[config.mk]
export PLATFORM = sky130hd
export DESIGN_NAME = dmx_position_slew_flat
export DESIGN_NICKNAME = d
export VERILOG_FILES = /design/src/rtl/dmx_position_slew_if.sv /design/src/rtl/dmx_position_slew.sv /design/src/flat_wrapper.sv
export SDC_FILE = /design/constraint.sdc
export NUM_CORES = 1
export LEC_CHECK = 0
export ABC_AREA = 1
export CAP_MARGIN = 25
export CORE_UTILIZATION = 59
export CTS_CLUSTER_DIAMETER = 40
export DETAILED_ROUTE_END_ITERATION = 12
export MAX_ROUTING_LAYER = met4
export PLACE_DENSITY_LB_ADDON = 0.25
export SLEW_MARGIN = 10
export SYNTH_ARGS = -nofsm -noshare
export SYNTH_HDL_FRONTEND = slang
export SYNTH_SLANG_ARGS = --single-unit
[constraint.sdc]
create_clock -name clk -period 5.1 [get_ports clk]
set_clock_uncertainty 0.1 [all_clocks]
set_input_delay 0.765 -clock clk [delete_from_list [all_inputs] [get_ports clk]]
set_output_delay 0.765 -clock clk [all_outputs]
set_load 0.01 [all_outputs]
[src/rtl/dmx_position_slew_if.sv]
// Divider-result / DMX-channel bundle for one dmx_position_slew axis.
interface dmx_position_slew_if;
    logic       div_ready;
    logic [7:0] quotient;
    logic [7:0] fractional;
    logic       frame_tick;
    logic [7:0] dmx_coarse;
    logic [7:0] dmx_fine;
    logic       target_valid;
    logic       at_target;
    logic       capture;

    modport master (
        output div_ready, quotient, fractional, frame_tick,
        input  dmx_coarse, dmx_fine, target_valid, at_target, capture
    );

    modport slave (
        input  div_ready, quotient, fractional, frame_tick,
        output dmx_coarse, dmx_fine, target_valid, at_target, capture
    );
endinterface

[src/rtl/dmx_position_slew.sv]
// Captures 8.8 divider ratios as a pan/tilt target and slews position toward it once per DMX frame.
// Optional build macro DMX_INVERT_EN mirrors the DMX output bytes for inverted fixture mounting.
module dmx_position_slew #(
    parameter logic [15:0] HOME           = 16'h8000,
    parameter logic [15:0] MIN_POS        = 16'h0000,
    parameter logic [15:0] MAX_POS        = 16'hFFFF,
    parameter logic [15:0] MAX_STEP       = 16'h0400,
    parameter logic [7:0]  TIMEOUT_FRAMES = 8'd22
) (
    input  logic             clk,
    input  logic             reset,
    dmx_position_slew_if.slave bus
);
    typedef enum logic [1:0] {IDLE, TRACK, LOST} state_t;

    state_t      state, state_nx;
    logic [15:0] position, position_nx;
    logic [15:0] target, target_nx;
    logic [7:0]  timeout_cnt, cnt_nx;
    logic        div_ready_d, rise, capture_q;
    logic [15:0] raw, clamped;
    logic [16:0] diff;
    logic [15:0] step;
    logic [15:0] out_word, out_q;

`ifdef DMX_INVERT_EN
    localparam logic [15:0] RESET_OUT = 16'hFFFF - HOME;
    assign out_word = 16'hFFFF - position;
`else
    localparam logic [15:0] RESET_OUT = HOME;
    assign out_word = position;
`endif

    assign rise = bus.div_ready & ~div_ready_d;
    assign raw  = {bus.quotient, bus.fractional};

    // Comparisons done at 17 bits so default full-range clamps do not fold to constants.
    always_comb begin
        clamped = raw;
        if (({1'b0, raw} + 17'd1) <= {1'b0, MIN_POS})
            clamped = MIN_POS;
        else if ({1'b0, raw} > {1'b0, MAX_POS})
            clamped = MAX_POS;
    end

    always_comb begin
        state_nx    = state;
        cnt_nx      = timeout_cnt;
        target_nx   = target;
        position_nx = position;
        diff        = '0;
        step        = '0;

        // Slew always uses the current target, so a same-cycle capture only affects later frames.
        if (bus.frame_tick) begin
            if (target > position) begin
                diff        = {1'b0, target} - {1'b0, position};
                step        = (diff > {1'b0, MAX_STEP}) ? MAX_STEP : diff[15:0];
                position_nx = position + step;
            end else if (target < position) begin
                diff        = {1'b0, position} - {1'b0, target};
                step        = (diff > {1'b0, MAX_STEP}) ? MAX_STEP : diff[15:0];
                position_nx = position - step;
            end
        end

        case (state)
            IDLE: begin
                if (rise) begin
                    state_nx = TRACK;
                    cnt_nx   = '0;
                end
            end
            TRACK: begin
                if (rise) begin
                    cnt_nx = '0;
                end else if (timeout_cnt == TIMEOUT_FRAMES) begin
                    state_nx  = LOST;
                    cnt_nx    = '0;
                    target_nx = HOME;
                end else if (bus.frame_tick) begin
                    cnt_nx = timeout_cnt + 8'd1;
                end
            end
            LOST: begin
                cnt_nx    = '0;
                target_nx = HOME;
                if (rise)
                    state_nx = TRACK;
                else if (position == HOME)
                    state_nx = IDLE;
            end
            default: state_nx = IDLE;
        endcase

        if (rise)
            target_nx = clamped;
    end

    always_ff @(posedge clk) begin
        if (reset) begin
            state       <= IDLE;
            position    <= HOME;
            target      <= HOME;
            timeout_cnt <= '0;
            div_ready_d <= 1'b0;
            capture_q   <= 1'b0;
            out_q       <= RESET_OUT;
        end else begin
            state       <= state_nx;
            position    <= position_nx;
            target      <= target_nx;
            timeout_cnt <= cnt_nx;
            div_ready_d <= bus.div_ready;
            capture_q   <= rise;
            out_q       <= out_word;
        end
    end

    assign bus.dmx_coarse   = out_q[15:8];
    assign bus.dmx_fine     = out_q[7:0];
    assign bus.capture      = capture_q;
    assign bus.target_valid = (state == TRACK);
    assign bus.at_target    = (position == target);
endmodule
[src/flat_wrapper.sv]
// flat-port wrapper written by rule: the top's interface ports become plain ports
module dmx_position_slew_flat 
#(
    parameter logic [15:0] HOME           = 16'h8000,
    parameter logic [15:0] MIN_POS        = 16'h0000,
    parameter logic [15:0] MAX_POS        = 16'hFFFF,
    parameter logic [15:0] MAX_STEP       = 16'h0400,
    parameter logic [7:0]  TIMEOUT_FRAMES = 8'd22
)
  (clk, reset, bus_div_ready, bus_quotient, bus_fractional, bus_frame_tick, bus_dmx_coarse, bus_dmx_fine, bus_target_valid, bus_at_target, bus_capture);
  dmx_position_slew_if bus_i ();
  input  logic clk;
  input  logic reset;
  input wire logic [$bits(bus_i.div_ready)-1:0] bus_div_ready;
  input wire logic [$bits(bus_i.quotient)-1:0] bus_quotient;
  input wire logic [$bits(bus_i.fractional)-1:0] bus_fractional;
  input wire logic [$bits(bus_i.frame_tick)-1:0] bus_frame_tick;
  output wire logic [$bits(bus_i.dmx_coarse)-1:0] bus_dmx_coarse;
  output wire logic [$bits(bus_i.dmx_fine)-1:0] bus_dmx_fine;
  output wire logic [$bits(bus_i.target_valid)-1:0] bus_target_valid;
  output wire logic [$bits(bus_i.at_target)-1:0] bus_at_target;
  output wire logic [$bits(bus_i.capture)-1:0] bus_capture;
  assign bus_i.div_ready = bus_div_ready;
  assign bus_i.quotient = bus_quotient;
  assign bus_i.fractional = bus_fractional;
  assign bus_i.frame_tick = bus_frame_tick;
  assign bus_dmx_coarse = bus_i.dmx_coarse;
  assign bus_dmx_fine = bus_i.dmx_fine;
  assign bus_target_valid = bus_i.target_valid;
  assign bus_at_target = bus_i.at_target;
  assign bus_capture = bus_i.capture;
  dmx_position_slew #(.HOME(HOME), .MIN_POS(MIN_POS), .MAX_POS(MAX_POS), .MAX_STEP(MAX_STEP), .TIMEOUT_FRAMES(TIMEOUT_FRAMES)) u_core (.clk(clk), .reset(reset), .bus(bus_i));
endmodule
=== Word-level counts from Yosys, hierarchy flattened ===
Cells that the tools add are included.

* Reductions and logical operators: 8
* Muxes and demuxes: 19
* Shifts and indexed selects: 0
* Equal/unequal tests: 11
* $add $sub $neg: 6
* Div/mod/pow operators: 0
* Bitwise logic cells: 2
* Magnitude comparators: 5
* Multipliers: 0

{| class="wikitable"
|+ Operators by type and width
! kind !! number
|-
| 16-bit two-way mux || 7
|-
| 17-bit by 11-bit > comparator with 1-bit output, second input constant || 2
|-
| 16-bit by 16-bit subtractor with 17-bit output || 2
|-
| 8-bit two-way mux || 4
|-
| 16-bit one-hot mux with 2 select lines || 1
|-
| 8-bit one-hot mux with 3 select lines || 1
|-
| 16-bit by 1-bit adder with 17-bit output, second input constant || 1
|-
| 17-bit by 1-bit <= comparator with 1-bit output, second input constant || 1
|-
| 16-bit adder || 1
|-
| 16-bit == test || 1
|-
| 16-bit == test, second input constant || 1
|-
| 16-bit > comparator || 1
|-
| 16-bit < comparator || 1
|-
| 16-bit subtractor || 1
|-
| 2-bit two-way mux || 5
|-
| 8-bit by 1-bit adder with 8-bit output, second input constant || 1
|-
| 8-bit by 5-bit == test with 1-bit output, second input constant || 1
|-
| 3-bit by 1-bit != test with 1-bit output, second input constant || 2
|-
| 2-bit one-hot mux with 3 select lines || 1
|-
| 3-bit nonzero test || 2
|-
| 2-bit by 1-bit != test with 1-bit output, second input constant || 2
|-
| 4-bit by 2-bit != test with 1-bit output, second input constant || 1
|-
| 2-bit AND reduction || 2
|-
| 4-bit AND reduction || 1
|-
| other kinds (8) || 8
|}

* Latch bits: 0
* Memories: 0
* Word-level logic and storage cells: 58
* RAM bits: 0
* ROM bits: 0
* Register bits after elaboration: 60
* Output and inout port bits: 19

=== Logic depth before layout (Yosys ltp) ===
* Word-level depth: 6
* Gate-level depth with buffers: 38
* Depth with buffers taken out: 37

=== Worst setup path before layout ===
No wires, ideal clock.

* Path type: flip-flop to flip-flop
* Start: register u_core.position[1] (netlist: u_core.out_word[1])
* End: register u_core.position[13] (netlist: u_core.out_word[13])
* Arrival: 4441 ps
* Stages on the path, launching flop included: 28
* Setup slack: 429 ps
* Path buffers: 0
* Library setup time: 130 ps
* Period minus slack after synthesis: 4671 ps
* Path through: dfxtp_1 inv_1 fa_1 xor2_1 nor3_1 nand3_2 nor2_1 nand3_1 nand2_2 nand2_4 inv_6 nand2_1 ha_1 nor3_1 nor2_1 a21oi_1 ha_1 a21oi_1 nand2_1 a21boi_0 o21ai_0 a21o_1 a21oi_1 o21ai_0 nand2_1 nand2_1 nand2_1 a31oi_1

* Longest elaborated chain between the ends: 6
* Elaborated cells between the ends (all ways): 14

{| class="wikitable"
|+ RTL lines
! item !! line !! source
|-
| start: declaration || dmx_position_slew.sv:17 || <nowiki>logic [15:0] position, position_nx;</nowiki>
|-
| start signal: assignment || dmx_position_slew.sv:111 || <nowiki>position <= position_nx;</nowiki>
|-
| 16-bit by 16-bit subtractor with 17-bit output || dmx_position_slew.sv:61 || <nowiki>diff = {1'b0, position} - {1'b0, target};</nowiki>
|-
| 17-bit by 11-bit > comparator with 1-bit output || dmx_position_slew.sv:62 || <nowiki>step = (diff > {1'b0, MAX_STEP}) ? MAX_STEP : diff[15:0];</nowiki>
|-
| 16-bit two-way mux || dmx_position_slew.sv:62 ||
|-
| 16-bit subtractor || dmx_position_slew.sv:63 || <nowiki>position_nx = position - step;</nowiki>
|-
| 16-bit two-way mux || dmx_position_slew.sv:60 || <nowiki>end else if (target < position) begin</nowiki>
|-
| 16-bit two-way mux || dmx_position_slew.sv:56 || <nowiki>if (target > position) begin</nowiki>
|}

Several ways; a longest one is shown, not always the timed one. The select of a mux whose other input is x is not followed.
A chain may end at the register's enable or synchronous reset.

=== Worst setup path in the final report ===
* Start: register u_core.position[6] (netlist: u_core.out_word[6])
* End: register u_core.position[14] (netlist: u_core.out_word[14])

Same word-level chain as after synthesis.

==> metrics <==
Detailed Route WL=16300 microns; Die Ht=96.8 microns; 1st-iter DRT viols=403; largest net degree at the start of global routing=39; CTS tree=built; Power Density=550 nW/um^2; Synth cell types=51; Synth Cell Area=5300 sq um; vias in the first global route=5215; max-slew violations=0; vias post-DR=5598; status=completed; drt wl/cell=16.6 microns; # nets final=944; Synth-to-Final Area Change=18.5%; Critical-path top delay cell=dfxtp_1; register area share after synthesis=22.7%; worst skew pair latency=0.33 ns; Req. time, crit path=5.20 ns; Placed Cells=964; post-route cell area=6280 sq um; Max H-tree Level=3; critical-path maximum fanout=8; First-pass DRT Iterations=5; row count=34; top_reg_cell synth=dfxtp_1; slowest stage delay, CP=0.40 ns; clk root buf=clkbuf_8; ANT nets after route=0; pre-CTS setup slack=0.00980 ns; Final Setup Violations=0; via/cell ratio=5.69; minimum clock period=4.90 ns; routability cong.=1.06; Synth area leaders=dfxtp_1, nand2_1, ha_1, inv_1, a21oi_1; Congestion Overflow GR=0; EDFF count, synth=0; layout cell share with drive strength beyond 1=12.9%; Post-DP Area=5930 sq um; Remaining DRCs=0; area leader, netlist=dfxtp_1; gr usage total=35.2%; Core Area=8720 sq um; Leak=3.02 nW; Synth top area share=22.7%; count of warnings emitted by yosys=0; Mapped Avg Cell Area=6.54 sq um; # diodes=0; initial core utilization=60.8%; CP Class=reg -> reg; Peak VDD IR=0.000470 V; Tcrit/Tclk final=96.2%; setup_tns=0 ns; min-delay worst type=reg -> reg; first-pass GRT wire length=25700 microns; TritonCTS Sinks=60; max_slew headroom=57.4%; top-level I/O count=39; Die X=96.8 microns; Syn Inst Count=810; clock tree buffer depth=2; fin util=72.0%; worst endpoint data arrival time=5.00 ns; Yosys reg bits=60; most common cell after layout, fill and taps aside=nand2_1; commonest non-fill, non-tap cells in the layout=nand2_1, inv_1, nor2_1, a21oi_1, dfxtp_1; DPL Wire Length=13000 microns; CTS Hold Bufs=0; Most common cell on crit path=a21oi_1; Synth async-reset ratio=0%; port buffer count=38; Highest Clock Rate=0.204 GHz; initial antenna violation count=0; total CTS buffers=9; maxcap violations=0; full die area=9360 sq um; Final Hold Fails=0; CP endpoint kind=register; crit path cell chain=inv_1 -> ha_2 -> a21oi_1 -> nor2_1 -> nor2_1 -> o21ai_0 -> a21oi_1 -> o21ai_0 -> xor2_1 -> nor3_4 -> nand3_2 -> nor2_4 -> o21a_1 -> ha_1 -> inv_1 -> fa_1 -> nand3_1 -> nand2_1 -> nand3_1 -> o2111ai_1 -> a21oi_1 -> o21bai_1 -> xnor2_1 -> a21oi_1; worst slew pin tran=0.638 ns; Setup crit start kind=register; clock-pin slew on the worst setup and hold paths=0.07 ns; fin cells=984; Syn Nets=883; fin worst setup slack=0.196 ns
[worst paths after layout]
path / startpoint / to / slack, ns / depth (start not counted)
worst max-delay path: u_core.out_word[6] / u_core.out_word[14] / 0.20 / 24
worst min register to register: u_core.out_word[8] / u_core.out_q[8] / 0.38 / 2
worst min-delay path: u_core.out_word[8] / u_core.out_q[8] / 0.38 / 2
worst max register to register: u_core.out_word[6] / u_core.out_word[14] / 0.20 / 24
[layer usage]
metal,share of wire (%),GRT usage (%),routed length [microns],vias up
li1,-,-,-,2742
met1,44,45.9,7120,2583
met2,47,57.2,7650,232
met3,7.4,5.35,1200,41
met4,2.3,8.96,369,0
met5,0,-,0,-
[state kept, by name (all words and copies together), names as in the netlist]
signal / count
u_core.out_q: 16
u_core.out_word: 16
u_core.target: 16
u_core.timeout_cnt: 8
u_core.state: 2
u_core.bus.capture: 1
u_core.div_ready_d: 1
[synthesized netlist by cell type (2+ instances only)]
| cell | n |
|---|---|
| a221oi_1 | 2 |
| a22oi_1 | 3 |
| a21o_1 | 5 |
| ha_1 | 50 |
| fa_1 | 3 |
| nand2_2 | 12 |
| o31ai_1 | 16 |
| nor2_4 | 4 |
| buf_4 | 4 |
| nand4_1 | 14 |
| xor2_1 | 26 |
| nand2_1 | 196 |
| o21ai_1 | 4 |
| nand3_2 | 4 |
| a21oi_2 | 2 |
| inv_2 | 5 |
| nor3_2 | 2 |
| dfxtp_1 | 60 |
| nor2_1 | 64 |
| a21oi_1 | 66 |
| nand3_1 | 31 |
| inv_1 | 128 |
| o21a_1 | 2 |
| o211ai_1 | 4 |
| buf_1 | 2 |
| nand3b_1 | 3 |
| xnor2_1 | 6 |
| clkbuf_1 | 9 |
| nor4_1 | 3 |
| nor3_1 | 13 |
| o21ai_0 | 37 |
| and3_1 | 2 |
| nor2_2 | 6 |
| nand2_4 | 2 |
| buf_2 | 4 |
[cell type report]
| cell class | count | area [sq um] |
|---|---|---|
| fillers | 722 | 2440 |
| well taps | 108 | 135 |
| inverters | 134 | 508 |
| multi-input cells | 597 | 3600 |
| clock inverters | 7 | 97.6 |
| repair buffers | 69 | 613 |
| flip-flops and latches | 60 | 1200 |
| clock buffers | 9 | 124 |
[kinds of logic (layout without fill, tap and decap cells)]
kind of cell / count (synthesis) / count (layout) / synth area share [%]
DFF: 60 / 60 / 22.7
adders and majority gates: 53 / 53 / 12.9
AOI/OAI and AO/OA: 153 / 153 / 17.5
xor gates and xnor gates: 33 / 33 / 5.60
buffers and inverters: 153 / 219 / 11.3
and+or+nand+nor: 358 / 358 / 30.0
[power breakdown]
| group | switching, mW | internal, mW | total [mW] |
|---|---|---|---|
| Clock | 0.201 | 0.277 | 0.478 |
| Combinational | 1.53 | 0.850 | 2.38 |
| Sequential | 0.0536 | 0.542 | 0.595 |
| Total | 1.79 | 1.67 | 3.46 |
[worst max-delay path: cells and delay by family (launching register included)]
family	cells	cell delay (ns)
xor+xnor	2	0.36
fa+ha+maj	3	0.92
simple gates	8	1.25
buf+inv	2	0.15
flops	1	0.40
compound gates	9	1.57
[metrics by stage]
step | hold slack, ns | total power, mW
2_1_floorplan | 0.357 | 2.18
3_3_place_gp | 0.368 | 2.78
3_5_place_dp | 0.375 | 2.79
4_1_cts | 0.377 | 3.29
5_1_grt | 0.413 | 3.69
6_report | 0.379 | 3.46
[timing repair]
| action | CTS | global route |
|---|---|---|
| resized for setup | 4 | 25 |
| hold endpoints to repair | 0 | 0 |
| setup endpoints to repair | 2 | 8 |
| pin swaps | 0 | 2 |
| buffers inserted | 0 | 3 |
Note: power is estimated with default switching activity, not from simulation.
